[config.mk]
export PLATFORM = sky130hd
export DESIGN_NAME = lgdst_ts_txser_flat
export DESIGN_NICKNAME = d
export VERILOG_FILES = /design/src/rtl/lgdst_ts_txser_if.sv /design/src/rtl/lgdst_ts_txser.sv /design/src/flat_wrapper.sv
export SDC_FILE = /design/constraint.sdc
export NUM_CORES = 1
export LEC_CHECK = 0
export ABC_AREA = 1
export BUFFER_PORTS_ARGS = -buffer_cell sky130_fd_sc_hd__buf_2
export CAP_MARGIN = 20
export CORE_MARGIN = 2
export CORE_UTILIZATION = 40
export CTS_CLUSTER_SIZE = 8
export DETAILED_ROUTE_END_ITERATION = 8
export GPL_ROUTABILITY_DRIVEN = 0
export PLACE_DENSITY_LB_ADDON = 0.1
export SETUP_SLACK_MARGIN = 0.05
export SLEW_MARGIN = 20
export SYNTH_ARGS = -nofsm -noshare
export SYNTH_HDL_FRONTEND = slang
export SYNTH_SLANG_ARGS = --single-unit
[constraint.sdc]
create_clock -name clk -period 3.8 [get_ports clk]
set_input_delay 0.38 -clock clk [delete_from_list [all_inputs] [get_ports clk]]
set_output_delay 0.38 -clock clk [all_outputs]
set_load 0.01 [all_outputs]
[src/rtl/lgdst_ts_txser_if.sv]
// Bus bundle for lgdst_ts_txser: SPI slave inputs from the MCU and the
// serial-TS outputs toward the modulator, plus status.
// slave  : the transmitter block itself
// master : whoever drives the SPI side and observes the TS side
interface lgdst_ts_txser_if;
    logic        spi_spck;
    logic        spi_npcs0;
    logic        spi_mosi;
    logic        ts_clk;
    logic        ts_d0;
    logic        ts_valid;
    logic        ts_sync;
    logic        fifo_ovf;
    logic [15:0] pkt_cnt;

    modport slave (
        input  spi_spck, spi_npcs0, spi_mosi,
        output ts_clk, ts_d0, ts_valid, ts_sync, fifo_ovf, pkt_cnt
    );

    modport master (
        output spi_spck, spi_npcs0, spi_mosi,
        input  ts_clk, ts_d0, ts_valid, ts_sync, fifo_ovf, pkt_cnt
    );
endinterface

[src/rtl/lgdst_ts_txser.sv]
// lgdst_ts_txser: SPI-slave byte receiver -> small byte FIFO -> serial TS
// transmitter with sync-byte packet alignment.
// Optional macro TS_SYNC_WIDE_EN: when defined, ts_sync covers all 8 bits of
// the sync byte; otherwise only its first (MSB) bit.
module lgdst_ts_txser #(
    parameter int         TS_CLK_DIV = 5,
    parameter int         FIFO_DEPTH = 16,
    parameter int         PKT_BYTES  = 188,
    parameter logic [7:0] SYNC_BYTE  = 8'h47
) (
    input  logic            clk,
    input  logic            rst,
    lgdst_ts_txser_if.slave bus_io
);
    localparam int AW = $clog2(FIFO_DEPTH);
    localparam int DW = (TS_CLK_DIV > 1) ? $clog2(TS_CLK_DIV) : 1;
    localparam int IW = (PKT_BYTES > 1) ? $clog2(PKT_BYTES) : 1;
    localparam logic [DW-1:0] DIV_LAST = DW'(TS_CLK_DIV - 1);
    localparam logic [IW-1:0] IDX_LAST = IW'(PKT_BYTES - 1);

    // ---------------- SPI slave ----------------
    logic [2:0] spck_q;       // [1:0] synchronizer, [2] previous for edge detect
    logic [1:0] npcs_q;
    logic [1:0] mosi_q;
    logic [6:0] shift_q;
    logic [2:0] bit_cnt_q;
    logic       wr_pend_q;
    logic [7:0] wr_byte_q;
    logic       spck_rise;

    assign spck_rise = spck_q[1] & ~spck_q[2];

    // Synchronize SPI pins, shift MOSI on spck rising edges, hand off full bytes.
    always_ff @(posedge clk or posedge rst) begin
        if (rst) begin
            spck_q    <= '0;
            npcs_q    <= 2'b11;
            mosi_q    <= '0;
            shift_q   <= '0;
            bit_cnt_q <= '0;
            wr_pend_q <= 1'b0;
            wr_byte_q <= '0;
        end else begin
            spck_q    <= {spck_q[1:0], bus_io.spi_spck};
            npcs_q    <= {npcs_q[0], bus_io.spi_npcs0};
            mosi_q    <= {mosi_q[0], bus_io.spi_mosi};
            wr_pend_q <= 1'b0;
            if (npcs_q[1]) begin
                // Deselect discards any partial byte.
                bit_cnt_q <= '0;
            end else if (spck_rise) begin
                shift_q   <= {shift_q[5:0], mosi_q[1]};
                bit_cnt_q <= bit_cnt_q + 3'd1;
                if (bit_cnt_q == 3'd7) begin
                    wr_pend_q <= 1'b1;
                    wr_byte_q <= {shift_q, mosi_q[1]};
                end
            end
        end
    end

    // ---------------- Byte FIFO ----------------
    // Head is read combinationally so the serializer can decide and pop in the
    // same tick; the array is small enough for distributed memory.
    logic [7:0]  mem_q [FIFO_DEPTH];
    logic [AW:0] wr_ptr_q, rd_ptr_q;
    logic        fifo_empty, fifo_full, fifo_push, fifo_pop;
    logic [7:0]  fifo_head;
    logic        ovf_q;

    assign fifo_empty = (wr_ptr_q == rd_ptr_q);
    assign fifo_full  = (wr_ptr_q[AW] != rd_ptr_q[AW]) &&
                        (wr_ptr_q[AW-1:0] == rd_ptr_q[AW-1:0]);
    // A pop in the same cycle frees the slot, so a write while full is accepted.
    assign fifo_push  = wr_pend_q && (!fifo_full || fifo_pop);
    assign fifo_head  = mem_q[rd_ptr_q[AW-1:0]];

    // Storage array write port.
    always_ff @(posedge clk) begin
        if (fifo_push) begin
            mem_q[wr_ptr_q[AW-1:0]] <= wr_byte_q;
        end
    end

    // Pointer update and sticky overflow flag.
    always_ff @(posedge clk or posedge rst) begin
        if (rst) begin
            wr_ptr_q <= '0;
            rd_ptr_q <= '0;
            ovf_q    <= 1'b0;
        end else begin
            if (fifo_push) wr_ptr_q <= wr_ptr_q + 1'b1;
            if (fifo_pop)  rd_ptr_q <= rd_ptr_q + 1'b1;
            if (wr_pend_q && !fifo_push) ovf_q <= 1'b1;
        end
    end

    // ---------------- ts_clk generator ----------------
    logic [DW-1:0] div_q;
    logic          ts_clk_q;
    logic          fall_tick;

    // High in the clk cycle whose edge drives ts_clk low.
    assign fall_tick = (div_q == DIV_LAST) && ts_clk_q;

    // Free-running divider toggling ts_clk every TS_CLK_DIV cycles.
    always_ff @(posedge clk or posedge rst) begin
        if (rst) begin
            div_q    <= '0;
            ts_clk_q <= 1'b0;
        end else if (div_q == DIV_LAST) begin
            div_q    <= '0;
            ts_clk_q <= ~ts_clk_q;
        end else begin
            div_q <= div_q + 1'b1;
        end
    end

    // ---------------- Serializer FSM ----------------
    typedef enum logic [1:0] {ST_HUNT, ST_SHIFT, ST_STALL} state_t;

    state_t        state_q, state_d;
    logic [7:0]    byte_q, byte_d;
    logic [2:0]    bpos_q, bpos_d;
    logic [IW-1:0] idx_q, idx_d;
    logic          d0_q, d0_d, valid_q, valid_d, sync_q, sync_d;
    logic [15:0]   pkt_q, pkt_d;
    logic          load_next;

    // Serializer state register.
    always_ff @(posedge clk or posedge rst) begin
        if (rst) begin
            state_q <= ST_HUNT;
            byte_q  <= '0;
            bpos_q  <= '0;
            idx_q   <= '0;
            d0_q    <= 1'b0;
            valid_q <= 1'b0;
            sync_q  <= 1'b0;
            pkt_q   <= '0;
        end else begin
            state_q <= state_d;
            byte_q  <= byte_d;
            bpos_q  <= bpos_d;
            idx_q   <= idx_d;
            d0_q    <= d0_d;
            valid_q <= valid_d;
            sync_q  <= sync_d;
            pkt_q   <= pkt_d;
        end
    end

    // Next-state and output decisions, evaluated only on ts_clk falling ticks.
    always_comb begin
        state_d   = state_q;
        byte_d    = byte_q;
        bpos_d    = bpos_q;
        idx_d     = idx_q;
        d0_d      = d0_q;
        valid_d   = valid_q;
        sync_d    = sync_q;
        pkt_d     = pkt_q;
        fifo_pop  = 1'b0;
        load_next = 1'b0;
        if (fall_tick) begin
            case (state_q)
                ST_HUNT: begin
                    valid_d = 1'b0;
                    sync_d  = 1'b0;
                    if (!fifo_empty) begin
                        fifo_pop = 1'b1;
                        if (fifo_head == SYNC_BYTE) begin
                            // First bit of the packet goes out on this very tick.
                            byte_d  = fifo_head;
                            idx_d   = '0;
                            bpos_d  = 3'd7;
                            d0_d    = fifo_head[7];
                            valid_d = 1'b1;
                            sync_d  = 1'b1;
                            state_d = ST_SHIFT;
                        end
                    end
                end
                ST_SHIFT: begin
                    if (bpos_q != 3'd0) begin
                        bpos_d  = bpos_q - 3'd1;
                        d0_d    = byte_q[bpos_d];
                        valid_d = 1'b1;
`ifdef TS_SYNC_WIDE_EN
                        sync_d  = (idx_q == '0);
`else
                        sync_d  = 1'b0;
`endif
                    end else if (idx_q == IDX_LAST) begin
                        pkt_d   = pkt_q + 16'd1;
                        valid_d = 1'b0;
                        sync_d  = 1'b0;
                        state_d = ST_HUNT;
                    end else if (!fifo_empty) begin
                        load_next = 1'b1;
                    end else begin
                        valid_d = 1'b0;
                        sync_d  = 1'b0;
                        state_d = ST_STALL;
                    end
                end
                ST_STALL: begin
                    valid_d = 1'b0;
                    sync_d  = 1'b0;
                    if (!fifo_empty) load_next = 1'b1;
                end
                default: state_d = ST_HUNT;
            endcase
            if (load_next) begin
                // Continue the packet with the next FIFO byte, MSB first.
                fifo_pop = 1'b1;
                byte_d   = fifo_head;
                idx_d    = idx_q + 1'b1;
                bpos_d   = 3'd7;
                d0_d     = fifo_head[7];
                valid_d  = 1'b1;
                sync_d   = 1'b0;
                state_d  = ST_SHIFT;
            end
        end
    end

    assign bus_io.ts_clk   = ts_clk_q;
    assign bus_io.ts_d0    = d0_q;
    assign bus_io.ts_valid = valid_q;
    assign bus_io.ts_sync  = sync_q;
    assign bus_io.fifo_ovf = ovf_q;
    assign bus_io.pkt_cnt  = pkt_q;
endmodule

[src/flat_wrapper.sv]
// flat-port wrapper written by rule: the top's interface ports become plain ports
module lgdst_ts_txser_flat 
#(
    parameter int         TS_CLK_DIV = 5,
    parameter int         FIFO_DEPTH = 16,
    parameter int         PKT_BYTES  = 188,
    parameter logic [7:0] SYNC_BYTE  = 8'h47
)
  (clk, rst, bus_io_spi_spck, bus_io_spi_npcs0, bus_io_spi_mosi, bus_io_ts_clk, bus_io_ts_d0, bus_io_ts_valid, bus_io_ts_sync, bus_io_fifo_ovf, bus_io_pkt_cnt);
  lgdst_ts_txser_if bus_io_i ();
  input  logic clk;
  input  logic rst;
  input wire logic [$bits(bus_io_i.spi_spck)-1:0] bus_io_spi_spck;
  input wire logic [$bits(bus_io_i.spi_npcs0)-1:0] bus_io_spi_npcs0;
  input wire logic [$bits(bus_io_i.spi_mosi)-1:0] bus_io_spi_mosi;
  output wire logic [$bits(bus_io_i.ts_clk)-1:0] bus_io_ts_clk;
  output wire logic [$bits(bus_io_i.ts_d0)-1:0] bus_io_ts_d0;
  output wire logic [$bits(bus_io_i.ts_valid)-1:0] bus_io_ts_valid;
  output wire logic [$bits(bus_io_i.ts_sync)-1:0] bus_io_ts_sync;
  output wire logic [$bits(bus_io_i.fifo_ovf)-1:0] bus_io_fifo_ovf;
  output wire logic [$bits(bus_io_i.pkt_cnt)-1:0] bus_io_pkt_cnt;
  assign bus_io_i.spi_spck = bus_io_spi_spck;
  assign bus_io_i.spi_npcs0 = bus_io_spi_npcs0;
  assign bus_io_i.spi_mosi = bus_io_spi_mosi;
  assign bus_io_ts_clk = bus_io_i.ts_clk;
  assign bus_io_ts_d0 = bus_io_i.ts_d0;
  assign bus_io_ts_valid = bus_io_i.ts_valid;
  assign bus_io_ts_sync = bus_io_i.ts_sync;
  assign bus_io_fifo_ovf = bus_io_i.fifo_ovf;
  assign bus_io_pkt_cnt = bus_io_i.pkt_cnt;
  lgdst_ts_txser #(.TS_CLK_DIV(TS_CLK_DIV), .FIFO_DEPTH(FIFO_DEPTH), .PKT_BYTES(PKT_BYTES), .SYNC_BYTE(SYNC_BYTE)) u_core (.clk(clk), .rst(rst), .bus_io(bus_io_i));
endmodule
# == Word-level counts from Yosys, hierarchy flattened ==
# Memories as Yosys holds them, arrays and structs flattened.
# Cells that the tools add are included.
# totals
register_bits,81
ramBits,128
input_bits,5
out_inout_bits,21
wordCells,125
memories,1
# op_classes
n_addsub,7
magnitude_cmp,1
n_eq_ne,17
muxes,53
bitwise,5
n_reduce_logical,21
# mem_list
name,depth,width,rd,rd_clocked_by_memory_dff,wr,line,rtl
u_core.mem_q,16,8,1,0,1,lgdst_ts_txser.sv:65,logic [7:0] mem_q [FIFO_DEPTH];
# op_table
op,count
8-bit 2-to-1 mux,8
1-bit 2-to-1 mux,25
3-bit 2-to-1 mux,7
"16-bit by 1-bit adder with 16-bit output, second input constant",1
2-bit 2-to-1 mux,6
"5-bit by 1-bit adder with 5-bit output, second input constant",2
"8-bit by 1-bit adder with 8-bit output, second input constant",1
"8-bit by 7-bit == test with 1-bit output, second input constant",1
"8-bit == test, second input constant",1
4-bit AND reduction,2
"3-bit by 1-bit adder with 3-bit output, second input constant",2
"3-bit == test, second input constant",2
"3-bit by 1-bit inequality test with 1-bit output, second input constant",2
"3-bit inequality test, second input constant",2
1-bit case mux with 3 select lines,2
2-bit case mux with 3 select lines,1
3-bit case mux with 2 select lines,1
3-bit AND reduction,2
6-bit AND reduction,1
2-bit nonzero test,3
3-bit nonzero test,2
5-bit == test,1
"5-bit by 1-bit inequality test with 1-bit output, second input constant",1
5-bit AND reduction,1
19 further kinds,27

# == Depth between registers and ports, before layout ==
# logic_depth
depth_word,12
mapped_depth,17
depth_no_buf,17

# == Worst setup path after synthesis ==
# Ideal clock, no wire load.
# synth_timing
path_kind,reg2reg
start,register u_core.bpos_q[0]
end,memory u_core.mem_q[12][0] (enable)
setup_ps,370
arrival_time_ps,2206
required_time_ps,3430
path_slack_ps,1224
stages_incl_launch_ff,17
n_path_buf,0
period_less_slack_ps,2576
cell_sequence,dfrtp_1 -> inv_1 -> ha_1 -> inv_1 -> nor2_2 -> nand2_1 -> inv_2 -> nand2_1 -> nand2_2 -> nand3_4 -> nand2_1 -> nand3_2 -> nand2_1 -> nand2_2 -> inv_2 -> nand2_1 -> nor2_1
# synth_via
elab_chain_cells,10
# synth_lines
item,line,rtl
start: declaration,lgdst_ts_txser.sv:124,"logic [2:0] bpos_q, bpos_d;"
start signal: assignment,lgdst_ts_txser.sv:144,bpos_q <= bpos_d;
3-bit nonzero test,lgdst_ts_txser.sv:185,if (bpos_q != 3'd0) begin
1-bit 2-to-1 mux,lgdst_ts_txser.sv:185,
1-bit case mux with 2 select lines,lgdst_ts_txser.sv:166,case (state_q)
1-bit 2-to-1 mux,lgdst_ts_txser.sv:165,if (fall_tick) begin
1-bit 2-to-1 mux,lgdst_ts_txser.sv:214,if (load_next) begin
1-bit 2-to-1 mux,lgdst_ts_txser.sv:165,
1-bit logical OR,lgdst_ts_txser.sv:75,assign fifo_push = wr_pend_q && (!fifo_full || fifo_pop);
1-bit logical AND,lgdst_ts_txser.sv:75,
1-bit 2-to-1 mux,lgdst_ts_txser.sv:80,if (fifo_push) begin
1-bit 2-to-1 mux (not written as such),lgdst_ts_txser.sv:81,mem_q[wr_ptr_q[AW-1:0]] <= wr_byte_q;
end: declaration,lgdst_ts_txser.sv:65,
# No other way between the ends. The select of a mux whose other input is x is not followed.

# == Worst setup path after layout ==
# layout_timing
start,register u_core.bpos_q[0]
end,memory u_core.mem_q[5][1] (enable)
# Same word-level chain as after synthesis.

==> metrics <==
clock sinks 209; area grow syn2layout 14.82%; Slew Limit Fails 0; worst hold margin 0.3454 ns; n_diodes 0; vias per inst 4.719; PostCTS Resize Cnt 0; buffers plus inverters on the worst setup path 4; Sw Ratio 0.1961; post-synth top area share 0.4109; Site Rows 55; min cycle time layout 3.022 ns; area of the core 22,780 um^2; Slowest-stage cell, CP nor2_1; final WL 20,660 um; Max Fanout on Critical Path 10; post-synth top area cell edfxtp_1; root buf cell clkbuf_16; Setup Skew 0.01301 ns; H-tree levels 1; post-synthesis compound-gate area fraction 0.04066; Rel. slew slack 0.4349; Tcrit/Tclk final 0.7954; combinational power share 0.010; setup TNS 0 ns; worst-margin pin slew 0.8477 ns; final setup vio count 0; Post-synth ARST share 0.3876; syn_area_per_cell 10.05 um^2; Crit Path Class flip-flop to flip-flop; cell internal pwr 3.939 mW; final core occ 0.4716; sequential power share 0.495; I/O pins 26; setup bufs post-CTS 0; WP data required 3.96 ns; multiplexer share of the synthesized area 0.001204; fmax 330.9 MHz; CTS tree done; vias in the first global route 6,004; antenna viol nets, final 0; R2R depth 16; count leader, synth nand2_1; Adder-Cell Fraction of Synth Area 0.02407; placed insts 1,259; Peak supply drop 312.0 uV; P_sw 960.9 uW; worst-path cell chain inv_1 -> ha_1 -> inv_1 -> nor2_2 -> nand2_1 -> inv_2 -> nand2_1 -> nand2_2 -> nand3_4 -> nand2_1 -> nand3_2 -> nand2_1 -> nand2_2 -> inv_2 -> nand2_1 -> nor2_1; largest family of logic cells by synthesized area simple AND/OR/NAND/NOR gates; GRT Residual Overflow 0; R2R Path End u_core.mem_q[5][1]; Synth cell types 36; detailed-route via count 6,219; clock power share 0.495; worst hold path endpoint u_core.mosi_q[1]; Area contributors post-synth edfxtp_1 (41%), dfrtp_1 (21%), nand2_1 (11%); Total GRT Usage 0.1749; warnings from Yosys 0; worst r2r src u_core.bpos_q[0]; Initial DRC Count 370; Synth Area in Simple Gates 0.2109; outcome finished, final reports clean; sequential fraction of the synthesis area 0.6278; post-DP HPWL 13,090 um; CP most frequent cell nand2_1; delay-heaviest family, CP simple AND/OR/NAND/NOR gates; Die Ht 156.9 um; Crit path largest cell delay 0.53 ns; post-synth net total 954; CP Capture Type flip-flop; Critical Path AT 3.18 ns; DRC Markers 0; top post-synthesis cells by count nand2_1 (274), edfxtp_1 (128), inv_1 (105); initial antenna violation count 1; Non-Filler Instances 1,318; Wirelength per Cell 15.67 um; max-cap viol count 0; starting density of the core 0.4107; # fillers 2,130; Fin. Hold Viols 0; CP startpoint kind flip-flop; later-pin clock latency in the skew report 0.53 ns; final net count 1,005; port bufs 25; Most used DFF post-synth edfxtp_1; flops & latches, synth 209; Synth Instances 931; die width 156.9 um; Post-synth EDFFs 128; clock buffer count from CTS 30; first-pass GRT wire length 33,250 um; R2R setup slack 0.78 ns; hold path startpoint u_core.mosi_q[0]; Synth Area in XOR/XNOR 0.02715; number of cells on the worst hold path 0; Worst-path clk slew 0.05 ns; synthesized area 9355 um^2; Die ar. 24,630 um^2; largest net degree at the start of global routing 45; total power 4.899 mW; maximum clock insertion buffer count 3; pwr/cell area 456.1 nW/um^2; drt first pass iters 5; cts hold-fix bufs 4; type of the most critical hold path flip-flop to flip-flop; RSZ-0062 raised after global routing no; layout cells sized above 1 0.1095; Lkg Pwr 4.720 nW
## final cells by class
cell class / instances / area (um^2) / area share
Sequential cell: 209 / 5874 / 0.5469
Multi-Input combinational cell: 576 / 2844 / 0.2648
Clock buffer: 54 / 862.1 / 0.08026
Inverter: 115 / 437.9 / 0.04077
Tap cell: 313 / 391.6 / 0.03646
Timing Repair Buffer: 50 / 322.8 / 0.03005
Clock inverter: 1 / 8.758 / 0.0008154
## sequential cells by signal, summed over array words and instances, names as in the netlist, 5 cells and up
name / cells
u_core.idx_q: 8
u_core.rd_ptr_q: 5
u_core.bus_io.pkt_cnt: 16
u_core.wr_byte_q: 8
u_core.shift_q: 7
u_core.mem_q: 128
u_core.wr_ptr_q: 5
u_core.byte_q: 8
## worst reg2reg max path: cells and delay by family, from the launching register on
family        cells  cell delay [ns]
flops             1             0.44
buf+inv           4             0.44
fa+ha+maj         1             0.17
simple gates     11             1.61
## metrics by stage
stage               worst slack, ns  area, um^2
finish                       0.7775       10740
global placement             0.8171        9831
detailed placement           0.7710        9831
floorplan                     1.224        9355
global route                 0.4104       10740
CTS                          0.7580       10740
## cells in the final DEF, fill, tap and decap left out, drive strengths merged
master,n
ha,18
dlygate4sd3,4
a31o,1
xnor2,15
dfrtp,79
dfstp,2
edfxtp,128
nor2,67
a22o,2
mux2,1
nor3,5
nand2,281
clkinv,5
nand3b,1
clkbuf,54
o21ai,46
a211oi,1
xor2,14
buf,46
o211ai,7
a31oi,1
nand4,17
nor3b,1
nand3,89
a21oi,9
inv,111
## metal layers
metal | vias to the layer above | share of wire | GRT usage
met5 | - | 0 | 0
li1 | 3138 | - | -
met3 | 24 | 0.040 | 0.02561
met1 | 2955 | 0.49 | 0.2634
met4 | 0 | 0.015 | 0.03757
met2 | 102 | 0.45 | 0.2692
## power by group through the flow
stage | registers [mW] | clock network, mW | logic, mW
floorplan | 2.47 | 0 | 0.0313
global placement | 2.47 | 0 | 0.0456
detailed placement | 2.47 | 0 | 0.0458
CTS | 2.43 | 2.50 | 0.0492
global route | 2.43 | 2.59 | 0.0570
finish | 2.43 | 2.43 | 0.0467
## worst max-delay path by stage
stage | slack (ns) | endpoint | depth (start not counted) | from
finish | 0.78 | u_core.mem_q[5][1] | 16 | u_core.bpos_q[0]
global route | 0.41 | u_core.mem_q[1][2] | 16 | u_core.bpos_q[0]
CTS | 0.76 | u_core.mem_q[5][1] | 16 | u_core.bpos_q[0]
detailed placement | 0.77 | u_core.mem_q[5][4] | 16 | u_core.bpos_q[0]
global placement | 0.82 | u_core.mem_q[5][4] | 16 | u_core.bpos_q[0]
floorplan | 1.22 | u_core.mem_q[12][0] | 16 | u_core.bpos_q[0]
## cells by family after synthesis
family / count (synthesis)
mux: 1
xor+xnor: 29
flops: 209
simple gates: 461
compound gates: 67
buf+inv: 146
fa+ha+maj: 18
Note: power is estimated with default switching activity, not from simulation.
